--- src/rtl/plab4_net_router_output_ctrl.sv ---
//------------------------------------------------------------------------
// plab4_net_router_output_ctrl
//
// Per-output-port arbiter for the one-way ring router. Picks one of the
// three input-port requests, returns one-hot grants to the input controls,
// drives the crossbar select and the output valid. A grant-hold state
// keeps a stalled winner selected until its transfer completes.
//
// Optional feature macro: PLAB4_NET_ROUTER_OUTPUT_CTRL_RR_EN
//   defined   : round-robin pointer advances past each transfer winner
//   undefined : fixed circular priority starting at p_default_prio
//------------------------------------------------------------------------

module plab4_net_router_output_ctrl #(
  parameter logic [2:0] p_default_prio = 3'b001
) (
  input  logic       clk,
  input  logic       reset,
  input  logic       domain_ID,
  input  logic [2:0] reqs,
  output logic [2:0] grants,
  output logic [1:0] sel,
  output logic       out_val,
  input  logic       out_rdy
);

  typedef enum logic [0:0] {
    ST_IDLE = 1'b0,
    ST_HOLD = 1'b1
  } state_t;

  state_t     state_r;
  logic [2:0] hold_win_r;
  logic [1:0] sel_q_r;
  logic [2:0] prio_s;
  logic [2:0] win_s;
  logic       held_live_s;
  logic       xfer_s;

  // The security label only travels with the port; no logic depends on it.
  logic       unused_domain_s;
  assign unused_domain_s = domain_ID;

  // One-hot rotate left by one: the input after v becomes the new head.
  function automatic logic [2:0] rotl1(input logic [2:0] v);
    return {v[1:0], v[2]};
  endfunction

  // First requester found scanning circularly from the one-hot pointer p.
  function automatic logic [2:0] rr_pick(input logic [2:0] r,
                                         input logic [2:0] p);
    logic [2:0] cand;
    logic [2:0] pick;
    pick = 3'b000;
    cand = p;
    for (int k = 0; k < 3; k++) begin
      if ((pick == 3'b000) && ((r & cand) != 3'b000)) begin
        pick = cand;
      end else begin
        pick = pick;
      end
      cand = rotl1(cand);
    end
    return pick;
  endfunction

  // One-hot to binary index; an empty vector keeps the previous select.
  function automatic logic [1:0] onehot_to_bin(input logic [2:0] v,
                                               input logic [1:0] fallback);
    logic [1:0] b;
    case (v)
      3'b001:  b = 2'd0;
      3'b010:  b = 2'd1;
      3'b100:  b = 2'd2;
      default: b = fallback;
    endcase
    return b;
  endfunction

`ifdef PLAB4_NET_ROUTER_OUTPUT_CTRL_RR_EN
  logic [2:0] prio_r;
  assign prio_s = prio_r;
`else
  assign prio_s = p_default_prio;
`endif

  // Winner selection: a held winner that still requests wins outright,
  // otherwise arbitrate from the pointer; nothing wins during reset.
  always_comb begin
    held_live_s = |(reqs & hold_win_r);
    if (reset) begin
      win_s = 3'b000;
    end else if ((state_r == ST_HOLD) && held_live_s) begin
      win_s = hold_win_r;
    end else begin
      win_s = rr_pick(reqs, prio_s);
    end
    out_val = |win_s;
    grants  = win_s & {3{out_rdy}};
    if (reset) begin
      sel = 2'd0;
    end else begin
      sel = onehot_to_bin(win_s, sel_q_r);
    end
    xfer_s = out_val & out_rdy;
  end

  // Hold FSM, remembered select and (optionally) round-robin pointer.
  always_ff @(posedge clk) begin
    if (reset) begin
      state_r    <= ST_IDLE;
      hold_win_r <= 3'b000;
      sel_q_r    <= 2'd0;
`ifdef PLAB4_NET_ROUTER_OUTPUT_CTRL_RR_EN
      prio_r     <= p_default_prio;
`endif
    end else begin
      sel_q_r <= sel;
`ifdef PLAB4_NET_ROUTER_OUTPUT_CTRL_RR_EN
      if (xfer_s) begin
        prio_r <= rotl1(win_s);
      end else begin
        prio_r <= prio_r;
      end
`endif
      case (state_r)
        ST_IDLE: begin
          if (out_val && !out_rdy) begin
            state_r    <= ST_HOLD;
            hold_win_r <= win_s;
          end else begin
            state_r    <= ST_IDLE;
          end
        end
        ST_HOLD: begin
          // Leave on a transfer, or when the held requester withdrew
          // (that cycle was already re-arbitrated from the pointer).
          if (xfer_s || !held_live_s) begin
            state_r <= ST_IDLE;
          end else begin
            state_r <= ST_HOLD;
          end
        end
        default: begin
          state_r <= ST_IDLE;
        end
      endcase
    end
  end

endmodule
--- config.mk ---
export PLATFORM = sky130hd
export DESIGN_NAME = plab4_net_router_output_ctrl
export DESIGN_NICKNAME = d
export VERILOG_FILES = /design/src/rtl/plab4_net_router_output_ctrl.sv
export SDC_FILE = /design/constraint.sdc
export NUM_CORES = 1
export LEC_CHECK = 0
export BUFFER_PORTS_ARGS = -buffer_cell sky130_fd_sc_hd__buf_2
export CAP_MARGIN = 20
export CORE_AREA = 2 2 39 41
export DETAILED_ROUTE_END_ITERATION = 10
export DIE_AREA = 0 0 41 43
export GPL_TIMING_DRIVEN = 0
export PLACE_DENSITY_LB_ADDON = 0.05
export SLEW_MARGIN = 30
export SYNTH_ARGS = -nofsm -noshare
export SYNTH_HDL_FRONTEND = slang
export SYNTH_SLANG_ARGS = --single-unit
export TNS_END_PERCENT = 1
--- constraint.sdc ---
create_clock -name clk -period 2.2 [get_ports clk]
set_clock_uncertainty 0.1 [all_clocks]
set_input_delay 0 -clock clk [delete_from_list [all_inputs] [get_ports clk]]
set_output_delay 0 -clock clk [all_outputs]
set_load 0.05 [all_outputs]
=== After elaboration in Yosys (flattened, before gate mapping) ===
Index checks and enable logic that the tools add are counted.

* Register bits: 6
* Latch bits: 0
* RAM bits: 0
* Bits in read-only memories: 0
* Memories: 0

* Add/sub/neg operators: 0
* $mul: 0
* Divide/modulo/power cells: 0
* Magnitude comparators: 0
* Eq/ne operators: 3
* Shifts and indexed selects: 0
* Multiplexer cells: 14
* Bitwise logic cells: 4
* Reduce and logical (&&, ||, !) cells: 12

{| class="wikitable"
|+ Operators with widths
! kind !! number
|-
| $mux W3 || 8
|-
| $and A3 B3 Y3 || 2
|-
| $logic_not A3 Y1 || 2
|-
| $pmux W2 S3 || 1
|-
| $reduce_or A3 Y1 || 2
|-
| $logic_and A1 B1 Y1 || 4
|-
| $eq A3 B1 Y1 const B || 1
|-
| $eq A3 B2 Y1 const B || 1
|-
| $eq A3 B3 Y1 const B || 1
|-
| $mux W1 || 3
|-
| $logic_not A1 Y1 || 2
|-
| $mux W2 || 1
|-
| $pmux W1 S2 || 1
|-
| $reduce_and A2 Y1 || 1
|-
| $and A1 B1 Y1 || 1
|-
| $logic_or A1 B1 Y1 || 1
|-
| $not A1 Y1 || 1
|}

=== Depth between registers and ports, before layout ===
Gate-level depths: netlist (run 1).

* Word-level depth: 20
* Mapped depth: 5

=== Worst setup path before layout (run 1) ===
No wires, ideal clock.

* Path kind: reg2out
* Start: reg hold_win_r[1]
* End: out sel[1]
* Data arrival time: 2.478 ns
* Data required time: 2.100 ns
* Path slack: -0.378 ns
* Cell stages (with the launch flop): 6
* Buffers on the path: 0
* Cell sequence: dfxtp_1 a222oi_1 nor3_1 a31oi_4 a21oi_2 o32ai_1

* Cells in the longest elaborated chain, start to end: 8
* Elaborated cells between the ends (all ways): 10
* Classes of those cells: eq/ne: 3; mux: 4; bitwise: 1; reduce/logical: 2

{| class="wikitable"
|+ RTL lines
! element !! RTL line !! source
|-
| start, declared || 33 || <nowiki>logic [2:0] hold_win_r;</nowiki>
|-
| start signal, assigned || 130 || <nowiki>hold_win_r <= win_s;</nowiki>
|-
| $and A3 B3 Y3 || 90 || <nowiki>held_live_s = |(reqs & hold_win_r);</nowiki>
|-
| $reduce_or A3 Y1 || 90 ||
|-
| $logic_and A1 B1 Y1 || 93 || <nowiki>end else if ((state_r == ST_HOLD) && held_live_s) begin</nowiki>
|-
| $mux W3 * || 93 ||
|-
| $mux W3 * || 91 || <nowiki>if (reset) begin</nowiki>
|-
| $eq A3 B3 Y1 (tied with other cells) || 71 || <nowiki>case (v)</nowiki>
|-
| $pmux W2 S3 * || 71 ||
|-
| $mux W2 * || 100 || <nowiki>if (reset) begin</nowiki>
|-
| end, declared || 22 || <nowiki>output logic [1:0] sel,</nowiki>
|}

Mark *: on every way between the ends. The rest lies on a longest branch, timed or not.

=== Worst setup path after layout (run 1) ===
* Start: reg hold_win_r[0]
* End: out grants[1]

* Cells in the longest elaborated chain, start to end: 6

{| class="wikitable"
|+ RTL lines
! element !! RTL line !! source
|-
| $and A3 B3 Y3 || 90 ||
|-
| $reduce_or A3 Y1 || 90 ||
|-
| $logic_and A1 B1 Y1 || 93 ||
|-
| $mux W3 || 93 ||
|-
| $mux W3 || 91 ||
|-
| $and A3 B3 Y3 || 99 || <nowiki>grants = win_s & {3{out_rdy}};</nowiki>
|-
| end, declared || 21 || <nowiki>output logic [2:0] grants,</nowiki>
|}

No other way between the ends.

==> flow_metrics.py, run 1 <==
metrics = {
    "outcome": {
        "outcome": "finished clean",
    },
    "global_routing": {
        "overflow": 0,
        "grt_pass1_wl_um": 1945,
        "grt_antenna_before_repair": 0,
        "grt.total_usage_pct": 16.10,
        "grt_max_degree": 11,
        "grt_pass1_vias": 453,
    },
    "synthesis": {
        "synthArstFlopShare_pct": 0,
        "syn-cell-area_um2": 440.4,
        "synth_nets": 59,
        "ys_seq_elements": 6,
        "netlist_instances": 52,
        "synth.yosys.seq_area_share_pct": 27.27,
        "syn_avg_cell_area_um2": 8.470,
        "synth_cell_types": 29,
        "synth.area.top_cells": "dfxtp_1 27%, o32ai_1 6.0%, a31oi_4 4.8%",
        "yosys.area.top_type": "dfxtp_1",
        "netlist_top_cells_count": "6 x dfxtp_1, 5 x nor2_1, 4 x a21oi_1, 4 x o21ai_0",
        "synth.most_common_cell": "dfxtp_1",
        "yosys_warnings": 0,
        "yosys_most_used_dff": "dfxtp_1",
        "synth_edf_count": 0,
        "yosysTopAreaCellShare_pct": 27.27,
    },
    "routing": {
        "wl_per_cell_um": 12.58,
        "drt_pass1_iterations": 4,
        "viasPerCell": 5.151,
        "drtAntennaViolNets": 0,
        "drt_iter0_markers": 10,
        "wirelength_um": 1170,
        "post-route-drc-count": 0,
        "route.vias.total": 479,
    },
    "setup_path": {
        "crit_fanout": 8,
        "cp_slowest_cell": "a222oi_1",
        "cp_cell_sequence": "a222oi_1 -> buf_4 -> nor3_1 -> a31oi_4 -> buf_12 -> buf_6 -> and2b_2 -> buf_2",
        "crit_path_end_kind": "output port",
        "slowest_delay_ns": 0.40,
        "worst-setup-path-type": "reg2out",
        "critPathLaunchType": "flip-flop",
        "crit_required_ns": 2.10,
        "arrival_ns": 2.00,
    },
    "clock_network": {
        "cts_tree": "yes",
        "cts_htree_levels": 1,
        "clk_path_buf_depth": 2,
        "root_buffer": "clkbuf_4",
        "path_clk_slew_ns": 0.04,
        "clock_sinks": 6,
        "clkLatencyLatePin_ns": 0.24,
        "cts_made_buffers": 3,
    },
    "layout": {
        "num-nets-final": 86,
        "num_antenna_cells": 0,
        "final_area_um2": 684.4,
        "drive_gt1_share_pct": 48.05,
        "fin_util_pct": 49.46,
        "fin_cells": 93,
        "synthToLayoutAreaGrowth_pct": 55.40,
    },
    "placed_design": {
        "portBuffers": 11,
        "dp_cells": 79,
        "gp_congestion": 0.6802,
        "hpwlAfterDp_um": 765.3,
        "place_ws_ns": -0.02340,
        "place_area_um2": 523.0,
    },
    "power_and_ir_drop": {
        "vdd_drop_max_mv": 0.2443,
        "fin_total_pwr_w": 0.0003196,
        "power.leakage_nw": 0.2836,
        "power.density_mw_per_mm2": 467.0,
    },
    "sta": {
        "post-route-min-period_ns": 2.097,
        "worst_pin_slew_ns": 0.3942,
        "hold_violations": 0,
        "max-slew-margin-rel_pct": 73.56,
        "maxSlewViolCount": 0,
        "finalSetupViolCount": 0,
        "finalCritPeriodShare_pct": 95.31,
        "timing.fmax_ghz": 0.4769,
        "fin_ws_ns": 0.1032,
        "rsz0062_at_grt": "yes",
    },
    "floorplanning": {
        "initial_core_util_pct": 31.83,
        "rows": 14,
        "die_w_um": 41,
        "die_h_um": 43,
        "io_pins": 13,
        "die_area_mm2": 0.001763,
        "core_mm2": 0.001384,
    },
    "hold_path": {
        "hold_path_class": "in2reg",
    },
    "flow_run": {
        "maxCapViolations": 0,
    },
}
critical path, delay by kind of cell, from the launching register on:
| family | cells | cell delay [ns] |
|---|---|---|
| and+or+nand+nor | 2 | 0.25 |
| DFF | 1 | 0.32 |
| AOI/OAI and AO/OA | 2 | 0.56 |
| buffers and inverters | 4 | 0.62 |
final timing paths:
kind | slack [ns] | cells after the start | end | start
hold / removal | 0.19 | 4 | state_r | reqs[1]
setup reg to reg | 0.41 | 7 | hold_win_r[1] | hold_win_r[0]
setup / recovery | 0.10 | 8 | grants[1] | hold_win_r[0]
hold reg to reg | 0.39 | 2 | hold_win_r[0] | hold_win_r[0]
layout make-up:
cell class	instances	area (um^2)
Fill cell	144	699.4
Clock buffer	3	22.52
Tap cell	16	20.02
Buffer	2	8.758
Multi-Input combinational cell	43	334.1
Sequential cell	6	121.4
Timing Repair Buffer	22	173.9
Inverter	1	3.754
routing by layer:
layer  routed length [um]  track usage, %  part of all wire (%)
met5                    0               0                     0
met1                  515           20.71                    44
met3                   26           3.141                   2.2
met4                    5           8.000                  0.43
met2                  622           24.38                    53
power by group:
| part | leakage [nW] | internal (W) | switching, W |
|---|---|---|---|
| Combinational | 0.220 | 0.0000462 | 0.0000545 |
| Sequential | 0.0494 | 0.000115 | 0.00000549 |
| Clock | 0.0138 | 0.0000615 | 0.0000371 |
layout by cell type (no fill, tap or decap), types with 3 or more instances in the layout:
cell / count
nand2_1: 3
buf_6: 3
buf_2: 10
o21ai_0: 3
dfxtp_1: 5
nand2b_1: 3
clkbuf_4: 3
nor2_1: 5
dlygate4sd3_1: 3
buf_4: 6
a21oi_1: 4
logic make-up after synthesis:
group / synth area share, %
xor+xnor: 3.978
buf+inv: 2.838
flops: 27.27
simple gates: 27.56
compound gates: 38.35
state kept, by name (all words and copies together), names as in the netlist:
name	flops
sel_q_r	2
state_r	1
hold_win_r	3
through the flow:
| stage | setup TNS, ns | hold slack [ns] |
|---|---|---|
| 2_1_floorplan | -0.2151 | 0.04856 |
| 3_5_place_dp | -0.02340 | 0.1811 |
| 4_1_cts | 0 | 0.1219 |
| 5_1_grt | -0.1111 | 0.1930 |
| 6_report | 0 | 0.1864 |
| 3_3_place_gp | -0.06831 | 0.1830 |
repair_timing:
item / CTS / global route
endpoints found under the hold margin: 3 / 0
pin swaps: 1 / 3
setup endpoints to repair: 4 / 3
buffers inserted: 4 / 4
hold buffers: 3 / 0
gates resized for setup: 2 / 8
Note: power is estimated with default switching activity, not from simulation.
==> run 2, diff against run 1 <==
--- a/config.mk
+++ b/config.mk
@@ -5,6 +5,7 @@
 export SDC_FILE = /design/constraint.sdc
 export NUM_CORES = 1
 export LEC_CHECK = 0
+export ABC_AREA = 1
 export BUFFER_PORTS_ARGS = -buffer_cell sky130_fd_sc_hd__buf_2
 export CAP_MARGIN = 20
 export CORE_AREA = 2 2 39 41
==> run 2 against run 1 <==
Compared with the run above: global-route usage is 3.1 points lower; sequential share of layout area is 3.3 points higher; critical path depth is 3 higher; cell area is 16% lower; via count is 10% lower; sequential power hardly changed; die area stayed put.
==> flow_metrics.py, run 2 <==
metrics = {
    "sta": {
        "timing.fmax_ghz": 0.5144,
        "hold_violations": 0,
        "post-route-min-period_ns": 1.944,
        "whs_ns": 0.07215,
        "finalCritPeriodShare_pct": 88.36,
        "tns_ns": 0,
        "maxSlewViolCount": 0,
        "max-slew-margin-rel_pct": 83.68,
        "finalSetupViolCount": 0,
        "rsz0062_at_grt": "no",
        "worst_pin_slew_ns": 0.2465,
    },
    "floorplanning": {
        "die_area_mm2": 0.001763,
        "initial_core_util_pct": 32.82,
        "rows": 14,
        "die_w_um": 41,
        "die_h_um": 43,
        "core_mm2": 0.001384,
        "io_pins": 13,
    },
    "routing": {
        "wl_per_cell_um": 9.319,
        "route.vias.total": 429,
        "drt_iter0_markers": 7,
        "post-route-drc-count": 0,
        "drt_pass1_iterations": 4,
        "viasPerCell": 4.564,
        "wirelength_um": 876,
        "drtAntennaViolNets": 0,
    },
    "synthesis": {
        "yosys.area.top_type": "dfxtp_1",
        "synth-compound-area-share_pct": 8.815,
        "netlist_instances": 62,
        "synthMuxAreaShare_pct": 0,
        "syn-cell-area_um2": 454.2,
        "yosysTopAreaCellShare_pct": 26.45,
        "syn_avg_cell_area_um2": 7.326,
        "ys_seq_elements": 6,
        "synthSimpleGateAreaFrac_pct": 51.79,
        "synth_nets": 69,
        "synth_edf_count": 0,
        "synth.area.top_cells": "dfxtp_1 26%, nand3_4 15%, inv_1 9.1%",
        "synth_fa_ha_area_share_pct": 0,
        "yosys_most_used_dff": "dfxtp_1",
        "netlist_top_cells_count": "11 x inv_1, 11 x nand2_1, 8 x nand3_1",
        "yosys_warnings": 0,
        "synth.yosys.seq_area_share_pct": 26.45,
        "synth_cell_types": 12,
        "synth_top_family_by_area": "simple AND/OR/NAND/NOR gates",
        "synthArstFlopShare_pct": 0,
        "synthXorXnorAreaFrac_pct": 0,
    },
    "layout": {
        "synthToLayoutAreaGrowth_pct": 25.90,
        "largest_register": "hold_win_r",
        "drive_gt1_share_pct": 35.90,
        "multi_input_area_um2": 275.3,
        "num_antenna_cells": 0,
        "largest_reg_flops": 3,
        "fillers": 160,
        "final_cell_mix": "11 x nand2_1, 11 x inv_1, 11 x buf_2",
        "num-nets-final": 87,
        "ff_latch_area_um2": 120.1,
        "largestRegisters": "hold_win_r (3), sel_q_r (2), state_r (1)",
    },
    "global_routing": {
        "overflow": 0,
        "grt_pass1_vias": 395,
        "grt.total_usage_pct": 12.98,
        "grt_antenna_before_repair": 0,
        "grt_pass1_wl_um": 1511,
        "grt_max_degree": 7,
    },
    "setup_path": {
        "crit_path_end_kind": "flip-flop",
        "cp_num_buf_inv": 1,
        "crit_required_ns": 2.28,
        "r2r_slack_ns": 0.26,
        "cp_slowest_cell": "dlygate4sd3_1",
        "crit_fanout": 6,
        "arrival_ns": 2.03,
        "worst-setup-path-type": "reg2reg",
        "critPathLaunchType": "flip-flop",
        "cp_top_family": "simple AND/OR/NAND/NOR gates",
        "cp_cell_sequence": "nand2_1 -> nand3_2 -> nand2_2 -> nand2_1 -> nand2_2 -> nand2_4 -> nand3_4 -> nand2_1 -> nand3_1 -> a21oi_1 -> dlygate4sd3_1",
        "slowest_delay_ns": 0.55,
        "path_common_cell": "nand2_1",
    },
    "outcome": {
        "outcome": "finished clean",
    },
    "clock_network": {
        "cts_made_buffers": 3,
        "root_buffer": "clkbuf_4",
        "cts_tree": "yes",
        "cts_htree_levels": 1,
        "path_clk_slew_ns": 0.04,
        "ctsResizeCount": 0,
        "clkLatencyLatePin_ns": 0.24,
        "postCtsSetupBuffers": 0,
        "clk_path_buf_depth": 2,
        "clock_sinks": 6,
        "cts_hold_buf": 2,
    },
    "flow_run": {
        "maxCapViolations": 0,
    },
    "power_and_ir_drop": {
        "power_frac_seq_pct": 39.0,
        "power.density_mw_per_mm2": 547.5,
        "internal_power_w": 0.0002101,
        "fin_total_pwr_w": 0.0003131,
        "p_clk_share_pct": 30.6,
        "power.leakage_nw": 0.3081,
        "switching_share_pct": 32.89,
        "vdd_drop_max_mv": 0.2341,
        "pwr-share-comb_pct": 30.4,
        "switchingPower_w": 0.0001030,
    },
    "placed_design": {
        "hpwlAfterDp_um": 714.5,
        "gp_congestion": 0.7016,
        "portBuffers": 11,
    },
    "hold_path": {
        "hold_path_class": "in2reg",
    },
}
[run 2: power groups by stage]
stage                     Sequential [W]  Combinational (W)   Clock, W
after floorplan                 0.000123          0.0000733          0
after global placement          0.000124          0.0000932          0
after detailed placement        0.000124          0.0000929          0
after CTS                       0.000122          0.0000959   0.000103
after global routing            0.000123           0.000105   0.000108
final                           0.000122          0.0000953  0.0000958
[run 2: final timing paths]
path,to,depth (start not counted),startpoint
worst max register to register,state_r,11,hold_win_r[1]
worst max-delay path,state_r,11,hold_win_r[1]
worst min-delay path,hold_win_r[1],4,out_rdy
worst min register to register,sel_q_r[1],2,sel_q_r[1]
[run 2: kinds of logic after synthesis]
| kind of cell | after synthesis |
|---|---|
| AND/OR/NAND/NOR | 36 |
| buffers and inverters | 12 |
| AO/OA/AOI/OAI | 8 |
| flip-flops | 6 |
[run 2: worst register-to-register path, cell delays in order (launching register included)]
cell and delay [ns]:
dfxtp_1 0.36, nand2_1 0.08, nand3_2 0.11, nand2_2 0.08, nand2_1 0.08, nand2_2 0.06
nand2_4 0.09, nand3_4 0.10, nand2_1 0.07, nand3_1 0.07, a21oi_1 0.13, dlygate4sd3_1 0.55
[run 2: per-layer routing]
metal  vias to the layer above  global-route usage, %  part of all wire, %
li1                        235                      -                    -
met5                         -                      0                    0
met2                         7                  17.50                   47
met3                         2                  1.571                  3.4
met1                       185                  16.83                   48
met4                         0                  12.00                 0.91
[run 2: stage by stage]
| stage | instances | setup slack (ns) | util, % | instance area, um^2 |
|---|---|---|---|---|
| after global routing | 94 | 0.1241 | 41.32 | 571.8 |
| after floorplan | 62 | 0.1641 | - | 454.2 |
| final | 94 | 0.2562 | 41.32 | 571.8 |
| after CTS | 94 | 0.2454 | 41.32 | 571.8 |
| after detailed placement | 89 | 0.5927 | 38.25 | 529.3 |
| after global placement | 89 | 0.5819 | 38.25 | 529.3 |
[run 2: final cells by class]
type,instances,share of cell area (%)
sequential,6,21.01
multi-input combinational,44,48.14
inverter,12,10.28
tap,16,3.501
timing repair buffer,13,13.13
clock buffer,3,3.939
==> run 3, diff against run 2 <==
--- a/config.mk
+++ b/config.mk
@@ -9,6 +9,7 @@
 export BUFFER_PORTS_ARGS = -buffer_cell sky130_fd_sc_hd__buf_2
 export CAP_MARGIN = 20
 export CORE_AREA = 2 2 39 41
+export CTS_BUF_LIST = sky130_fd_sc_hd__clkbuf_16
 export DETAILED_ROUTE_END_ITERATION = 10
 export DIE_AREA = 0 0 41 43
 export GPL_TIMING_DRIVEN = 0
==> run 3 against run 2 <==
Compared with the run above: utilization up 3.8 points; global-route usage grew 0.11 points; highest routed layer unchanged; via count increased by 0.93%.
==> flow_metrics.py, run 3 (synthesis gave the netlist of run 2 again) <==
metrics = {
    "outcome": {
        "outcome": "finished clean",
    },
    "setup_path": {
        "rr_endpoint": "state_r",
        "critPathLaunchType": "flip-flop",
        "r2r_start": "hold_win_r[1]",
        "r2r_slack_ns": 0.26,
        "crit_required_ns": 2.27,
        "worstSetupStartpoint": "hold_win_r[1]",
        "crit_path_end_kind": "flip-flop",
        "arrival_ns": 2.00,
        "rr_worst_depth": 11,
        "critPathCapture": "state_r",
        "crit_fanout": 6,
        "worst-setup-path-type": "reg2reg",
    },
    "floorplanning": {
        "die_h_um": 43,
        "die_w_um": 41,
        "initial_core_util_pct": 32.82,
        "io_pins": 13,
        "die_area_mm2": 0.001763,
        "rows": 14,
        "core_mm2": 0.001384,
    },
    "sta": {
        "hold_violations": 0,
        "worst_pin_slew_ns": 0.2465,
        "maxSlewViolCount": 0,
        "finalSetupViolCount": 0,
        "max-slew-margin-rel_pct": 83.68,
        "post-route-min-period_ns": 1.935,
        "rsz0062_at_grt": "no",
        "timing.fmax_ghz": 0.5167,
        "tns_ns": 0,
        "finalCritPeriodShare_pct": 87.97,
    },
    "layout": {
        "largest_register": "hold_win_r",
        "num_antenna_cells": 0,
        "synthToLayoutAreaGrowth_pct": 37.47,
        "largest_reg_flops": 3,
        "num-nets-final": 87,
        "final_area_um2": 624.3,
        "drive_gt1_share_pct": 35.90,
        "largestRegisters": "hold_win_r (3), sel_q_r (2), state_r (1)",
        "final_cell_mix": "11 x nand2_1, 11 x inv_1, 11 x buf_2",
        "fin_util_pct": 45.12,
    },
    "global_routing": {
        "grt_antenna_before_repair": 0,
        "grt_max_degree": 7,
        "overflow": 0,
        "grt_pass1_vias": 392,
        "grt_pass1_wl_um": 1518,
        "grt.total_usage_pct": 13.09,
    },
    "power_and_ir_drop": {
        "p_clk_share_pct": 56.8,
        "power_frac_seq_pct": 24.3,
        "switchingPower_w": 0.0001230,
        "vdd_drop_max_mv": 0.4540,
        "pwr-share-comb_pct": 18.9,
        "power.density_mw_per_mm2": 808.3,
        "power.leakage_nw": 0.3313,
        "switching_share_pct": 24.38,
        "internal_power_w": 0.0003817,
    },
    "clock_network": {
        "clk_path_buf_depth": 2,
        "cts_tree": "yes",
        "root_buffer": "clkbuf_16",
        "path_clk_slew_ns": 0.03,
        "clock_sinks": 6,
        "clkLatencyLatePin_ns": 0.22,
        "cts_htree_levels": 1,
        "cts_made_buffers": 3,
    },
    "placed_design": {
        "place_area_um2": 529.3,
        "portBuffers": 11,
        "hpwlAfterDp_um": 714.5,
        "gp_congestion": 0.7016,
    },
    "flow_run": {
        "maxCapViolations": 0,
    },
    "routing": {
        "drtAntennaViolNets": 0,
        "wirelength_um": 903,
        "viasPerCell": 4.606,
        "drt_iter0_markers": 8,
        "wl_per_cell_um": 9.606,
        "drt_pass1_iterations": 4,
        "route.vias.total": 433,
        "post-route-drc-count": 0,
    },
    "hold_path": {
        "hold_path_class": "in2reg",
        "min-delay-start": "out_rdy",
    },
}
run 3: changes by cell type in the layout (fill, tap and decap cells not counted):
cell	delta
clkbuf_16	+3
clkbuf_4	-3
run 3: critical path, cell delays in order, from the launching register on:
cell	delay (ns)
dfxtp_1	0.36
nand2_1	0.08
nand3_2	0.12
nand2_2	0.08
nand2_1	0.08
nand2_2	0.06
nand2_4	0.09
nand3_4	0.10
nand2_1	0.07
nand3_1	0.07
a21oi_1	0.12
dlygate4sd3_1	0.54
run 3: how the worst min path moves through the flow:
stage               endpoint  cells after the start
2_1_floorplan  hold_win_r[1]                      1
3_3_place_gp         state_r                      2
3_5_place_dp         state_r                      2
4_1_cts        hold_win_r[1]                      4
5_1_grt        hold_win_r[1]                      4
6_report       hold_win_r[1]                      4
run 3: final cells by class:
cell class                 instances  area, um^2
timing repair buffer              13       75.07
clock buffer                       3       75.07
fill                             153       759.5
inverter                          12       58.81
sequential                         6       120.1
multi-input combinational         44       275.3
tap                               16       20.02
run 3: what timing repair did:
item / CTS / global route
hold endpoints to repair: 3 / 0
gates resized for setup: 0 / 0
endpoints found under the setup margin: 0 / 0
setup buffers: 0 / 0
hold buffers: 2 / 0
run 3: power groups by stage:
stage	registers (W)	clock network (W)	logic [W]
final	0.000122	0.000287	0.0000953
after floorplan	0.000123	0	0.0000733
after CTS	0.000122	0.000293	0.0000961
after detailed placement	0.000124	0	0.0000929
after global routing	0.000123	0.000300	0.000105
after global placement	0.000124	0	0.0000932
run 3: metal layers:
| metal | vias to the layer above | share of wire [%] | global-route usage (%) |
|---|---|---|---|
| li1 | 235 | - | - |
| met1 | 187 | 50 | 16.88 |
| met2 | 9 | 44 | 17.81 |
| met3 | 2 | 4.8 | 1.571 |
| met4 | 0 | 0.89 | 12.00 |
| met5 | - | 0 | 0 |
run 3: metrics by stage:
stage	cells	total power (W)	setup WS (ns)	hold WS, ns
2_1_floorplan	62	0.0001959	0.1641	-0.03093
3_3_place_gp	89	0.0002169	0.5819	0.1210
3_5_place_dp	89	0.0002168	0.5927	0.1203
4_1_cts	94	0.0005112	0.2459	0.08649
5_1_grt	94	0.0005283	0.1313	0.1317
6_report	94	0.0005047	0.2646	0.08482
